### config.mk
export PLATFORM = sky130hd
export DESIGN_NAME = node_stream_feeder
export DESIGN_NICKNAME = d
export VERILOG_FILES = /design/src/rtl/node_stream_feeder.sv
export SDC_FILE = /design/constraint.sdc
export NUM_CORES = 1
export LEC_CHECK = 0
export CORE_UTILIZATION = 50
export CTS_BUF_LIST = sky130_fd_sc_hd__clkbuf_4 sky130_fd_sc_hd__clkbuf_8
export DETAILED_ROUTE_END_ITERATION = 12
export PLACE_DENSITY = 0.84
export SETUP_SLACK_MARGIN = 0.15
export SYNTH_ARGS = -nofsm -noshare
export SYNTH_HDL_FRONTEND = slang
export SYNTH_SLANG_ARGS = --single-unit
### constraint.sdc
create_clock -name clk_in -period 2.85 [get_ports clk_in]
set_input_delay 0.57 -clock clk_in [delete_from_list [all_inputs] [get_ports clk_in]]
set_output_delay 0.57 -clock clk_in [all_outputs]
set_load 0.05 [all_outputs]
### src/rtl/node_stream_feeder.sv
// node_stream_feeder
// Upstream feeder for the center-of-mass (COM) stage. On a frame request it
// walks node memory addresses 0..NUM_NODES-1, forwards each active node's
// (x, y) to the COM inputs once the read data is valid, and pulses
// tabulate_out after the last node. It then waits for com_valid_in before it
// accepts another frame.
//
// Optional feature macro: NODE_MASK_EN
//   defined   : node_mask_in exists and is latched at frame start. Masked
//               nodes are still addressed but are not forwarded.
//               empty_frame_out flags a frame that forwarded no nodes.
//   undefined : every node is active and empty_frame_out is tied to 0.
//
// Ports
//   clk_in            : clock
//   rst_in            : synchronous active-low reset
//   frame_start_in    : one-cycle frame request, honoured only when idle
//   com_valid_in      : COM result valid, ends the frame in WAIT_COM
//   mem_addr_out      : node memory read address
//   mem_x_in/mem_y_in : read data, valid RD_LATENCY cycles after the address
//   node_mask_in      : per-node active bits (NODE_MASK_EN only)
//   x_out/y_out       : registered coordinates to COM
//   valid_out         : coordinate strobe to COM
//   tabulate_out      : one-cycle end-of-stream pulse to COM
//   busy_out          : frame in progress
//   frame_dropped_out : frame_start_in arrived while not idle
//   empty_frame_out   : frame finished with zero forwarded nodes
//
// state      | meaning
// S_IDLE     | waiting for frame_start_in
// S_ISSUE    | driving addresses 0..NUM_NODES-1, one per cycle
// S_DRAIN    | waiting for outstanding reads to come back
// S_TABULATE | one-cycle tabulate_out pulse
// S_WAIT_COM | holding off new frames until com_valid_in

module node_stream_feeder #(
  parameter int POSITION_SIZE = 8,
  parameter int NUM_NODES     = 16,
  parameter int RD_LATENCY    = 2
) (
  input  logic                         clk_in,
  input  logic                         rst_in,
  input  logic                         frame_start_in,
  input  logic                         com_valid_in,
  output logic [$clog2(NUM_NODES)-1:0] mem_addr_out,
  input  logic [POSITION_SIZE-1:0]     mem_x_in,
  input  logic [POSITION_SIZE-1:0]     mem_y_in,
`ifdef NODE_MASK_EN
  input  logic [NUM_NODES-1:0]         node_mask_in,
`endif
  output logic [POSITION_SIZE-1:0]     x_out,
  output logic [POSITION_SIZE-1:0]     y_out,
  output logic                         valid_out,
  output logic                         tabulate_out,
  output logic                         busy_out,
  output logic                         frame_dropped_out,
  output logic                         empty_frame_out
);

  localparam int AW = $clog2(NUM_NODES);
  localparam int CW = $clog2(NUM_NODES) + 1;

  typedef enum logic [2:0] {
    S_IDLE,
    S_ISSUE,
    S_DRAIN,
    S_TABULATE,
    S_WAIT_COM
  } state_t;

  state_t                   r_state;
  state_t                   w_state_next;
  logic [AW-1:0]            r_addr;
  logic [CW-1:0]            r_count;
  logic [RD_LATENCY-1:0]    r_tag;
  logic [POSITION_SIZE-1:0] r_x;
  logic [POSITION_SIZE-1:0] r_y;
  logic                     r_valid;
  logic                     w_active;
  logic                     w_tag_in;
  logic                     w_tag_out;
  logic                     w_last_addr;
  logic                     w_drained;

`ifdef NODE_MASK_EN
  logic [NUM_NODES-1:0]     r_mask;
  assign w_active = r_mask[r_addr];
`else
  assign w_active = 1'b1;
`endif

  assign w_last_addr = (r_addr == AW'(NUM_NODES - 1));
  assign w_tag_in    = (r_state == S_ISSUE) && w_active;
  assign w_tag_out   = r_tag[RD_LATENCY-1];
  assign w_drained   = (r_tag == '0);

  // State register plus datapath registers.
  always_ff @(posedge clk_in) begin
    if (!rst_in) begin
      r_state <= S_IDLE;
      r_addr  <= '0;
      r_count <= '0;
      r_tag   <= '0;
      r_x     <= '0;
      r_y     <= '0;
      r_valid <= 1'b0;
`ifdef NODE_MASK_EN
      r_mask  <= '0;
`endif
    end else begin
      r_state <= w_state_next;
      // Tag pipeline mirrors the memory read latency; a tag at the far end
      // means mem_x_in/mem_y_in currently hold an active node's data.
      r_tag   <= (r_tag << 1) | RD_LATENCY'(w_tag_in);

      if (r_state == S_IDLE && frame_start_in) begin
        r_addr  <= '0;
        r_count <= '0;
`ifdef NODE_MASK_EN
        r_mask  <= node_mask_in;
`endif
      end else if (r_state == S_ISSUE && !w_last_addr) begin
        r_addr <= r_addr + 1'b1;
      end

      if (w_tag_out) begin
        r_x     <= mem_x_in;
        r_y     <= mem_y_in;
        r_valid <= 1'b1;
        r_count <= r_count + 1'b1;
      end else begin
        r_valid <= 1'b0;
      end
    end
  end

  // Next-state logic.
  always_comb begin
    w_state_next = r_state;
    case (r_state)
      S_IDLE:     if (frame_start_in) w_state_next = S_ISSUE;
      S_ISSUE:    if (w_last_addr) w_state_next = S_DRAIN;
      S_DRAIN:    if (w_drained) w_state_next = (r_count != '0) ? S_TABULATE : S_IDLE;
      S_TABULATE: w_state_next = S_WAIT_COM;
      S_WAIT_COM: if (com_valid_in) w_state_next = S_IDLE;
      default:    w_state_next = S_IDLE;
    endcase
  end

  // Outputs.
  always_comb begin
    mem_addr_out      = r_addr;
    x_out             = r_x;
    y_out             = r_y;
    valid_out         = r_valid;
    tabulate_out      = (r_state == S_TABULATE);
    busy_out          = (r_state != S_IDLE);
    frame_dropped_out = frame_start_in && (r_state != S_IDLE);
`ifdef NODE_MASK_EN
    empty_frame_out   = (r_state == S_DRAIN) && w_drained && (r_count == '0);
`else
    empty_frame_out   = 1'b0;
`endif
  end

endmodule

==> results.toml <==
[global_routing]
groute.usage.overall_pct = 21.67
grt_overflow = 0
first_global_vias = 983
grt_max_degree = 20
antenna_found_initial = 0
grt_pass1_wl_um = 4222

[placement]
port-buffer-count = 43
numPlacedInstances = 195
gp_congestion = 0.7542
dp_hpwl_um = 1972
pre_cts_ws_ps = 668.8

[setup_path]
crit_path_end_kind = "output pin"
cp.required_ps = 2280
path_max_fanout = 8
critPathArrivalTime_ps = 1900
worstSetupPathType = "reg2out"
cp-start-kind = "register"

[final_layout]
most-common-layout-cells = "clkdlybuf4s50_1 (42), dfxtp_1 (31), mux2i_1 (16), nor2b_1 (16), clkbuf_4 (6)"
syn_to_final_growth_pct = 38.34
drive_gt1_share_pct = 11.11
nets = 195
fillers = 205
final_cell_count_no_fill = 201
final_common_cell = "clkdlybuf4s50_1"
antenna_cells = 0

[die]
core_um2 = 2477
die_area_um2 = 2826
initial_core_util_pct = 52.83
rows = 18
die_w_um = 53.16
die-height_um = 53.16
io_pins = 45

[timing]
setup-tns-final_ps = 0
slew_headroom_pct = 59.33
fin_skew_ps = 10.50
final_max_slew_viol_count = 0
fin_crit_ps = 2469
min_period_over_period_pct = 86.63
fmax_mhz = 405.0
rsz0062_at_grt = "no"
postLayoutSetupSlackWorst_ps = 380.9
hold_violations = 0
worstMarginPinSlew_ps = 609.3
setup_violations = 0

[routing]
drt-initial-drc-count = 8
drt_pass1_iterations = 4
avgRoutedWirePerCell_um = 13.04
routed-wl-met3_um = 201
wl_met2_um = 1235
vias_per_cell = 5.294
drt-total-wl_um = 2621
m1WireLength_um = 1132
route.detailed.drc = 0
routed-via-count = 1064
dr.max_layer_used = "met4"
ant_nets = 0

[power_and_ir_drop]
power_density_nw_per_um2 = 465.1
peakVddDrop_uv = 387.0
p_leak_nw = 0.6638

[clock_tree]
cts_buffers = 5
postCtsSetupRepairBufs = 0
cts.sinks = 31
hold_buffers = 0
cts_tree = "yes"
h-tree-depth = 2
cts.clk_slew.worst_paths_ps = 90
cts_resized = 0
insertion_delay_ps = 320
cts_root_buf = "clkbuf_4"
clock_tree.buffer_depth = 2

[logic_synthesis]
yosys_warnings = 0
synth-edff-count = 0
yosys_most_used_dff = "dfxtp_1"
synth_cell_types = 38
ys_seq_elements = 31
seq_area_frac_synth_pct = 47.42
syn_inst = 125
syn_area_um2 = 1309
synth_area_per_cell_um2 = 10.47
ys_async_sr_fraction_pct = 0
synth_nets = 148

[status]
status = "complete, no violations"

[min_path]
hold_class = "reg2reg"

[job]
cap_violations = 0
-- cell families (layout without fill, tap and decap cells) --
logic type | Yosys count | after routing | share of synthesized area [%]
multiplexers | 17 | 17 | 13.10
AO/OA/AOI/OAI | 16 | 16 | 8.796
buffers and inverters | 9 | 55 | 2.963
AND/OR/NAND/NOR | 46 | 46 | 23.23
XOR/XNOR | 2 | 2 | 1.339
adder cells (fa/ha/maj) | 3 | 3 | 2.868
other | 1 | 1 | 0.2865
flip-flops | 31 | 31 | 47.42
-- synthesized netlist by cell type, drive strengths merged (2+ instances only) --
master | n | area [um^2]
dfxtp | 31 | 620.6
nor4b | 2 | 17.52
o21ai | 4 | 20.02
and3 | 2 | 12.51
nand2 | 4 | 15.01
nand3 | 5 | 25.02
clkbuf | 3 | 11.26
nor3 | 2 | 10.01
nor2b | 16 | 100.1
a21oi | 3 | 15.01
and2 | 2 | 12.51
a22o | 3 | 30.03
mux2i | 16 | 160.2
buf | 2 | 12.51
or4b | 2 | 20.02
and3b | 2 | 22.52
inv | 4 | 15.01
or3 | 2 | 13.77
xnor2 | 2 | 17.52
nor2 | 2 | 7.510
ha | 3 | 37.54
-- path summary, 6_finish.rpt --
| kind | cells past startpoint | end | slack, ps | from |
|---|---|---|---|---|
| worst max-delay path | 2 | busy_out | 380 | r_state[0] |
| worst min-delay path | 2 | r_state[1] | 490 | r_tag[0] |
| worst max register to register | 3 | r_count[0] | 1220 | r_tag[1] |
| worst min register to register | 2 | r_state[1] | 490 | r_tag[0] |
-- per-layer routing --
metal  up-vias  GRT usage (%)
met3         7          7.184
met5         -              0
li1        537              -
met4         0          12.72
met1       471          23.55
met2        49          36.29
-- critical path: stages (launching register included) --
cell and delay (ps):
dfxtp_1 370, or3_2 490, clkdlybuf4s50_1 710
-- registers in the layout (all words and copies together), names as in the netlist --
name and flops:
x_out 8, valid_out 1, r_tag 2, r_count 5, mem_addr_out 4, r_state 3, y_out 8
-- where the power goes --
group / internal (W) / leakage, nW / switching, W / total (W)
registers: 0.000447 / 0.251 / 0.0000138 / 0.000461
clock network: 0.0000970 / 0.0276 / 0.000127 / 0.000224
logic: 0.0000724 / 0.385 / 0.0000848 / 0.000157
total: 0.000616 / 0.664 / 0.000226 / 0.000842
-- cell type report --
type	instances	area, um^2	area share, %
multi-input combinational	85	649.4	35.87
sequential	31	620.6	34.28
timing repair buffer	45	442.9	24.46
clock buffer	6	45.04	2.488
tap	30	37.54	2.073
inverter	4	15.01	0.8293
-- through the flow --
| stage | instance area (um^2) | util, % | power, W | hold slack (ps) |
|---|---|---|---|---|
| after floorplan | 1309 | - | 0.0005659 | 456.5 |
| after CTS | 1810 | 73.08 | 0.0008536 | 500.9 |
| after global routing | 1810 | 73.08 | 0.0008772 | 534.9 |
| after detailed placement | 1765 | 71.26 | 0.0006284 | 490.1 |
| final | 1810 | 73.08 | 0.0008421 | 494.3 |
| after global placement | 1765 | 71.26 | 0.0006242 | 469.7 |
(Power assumes the default switching activity.)
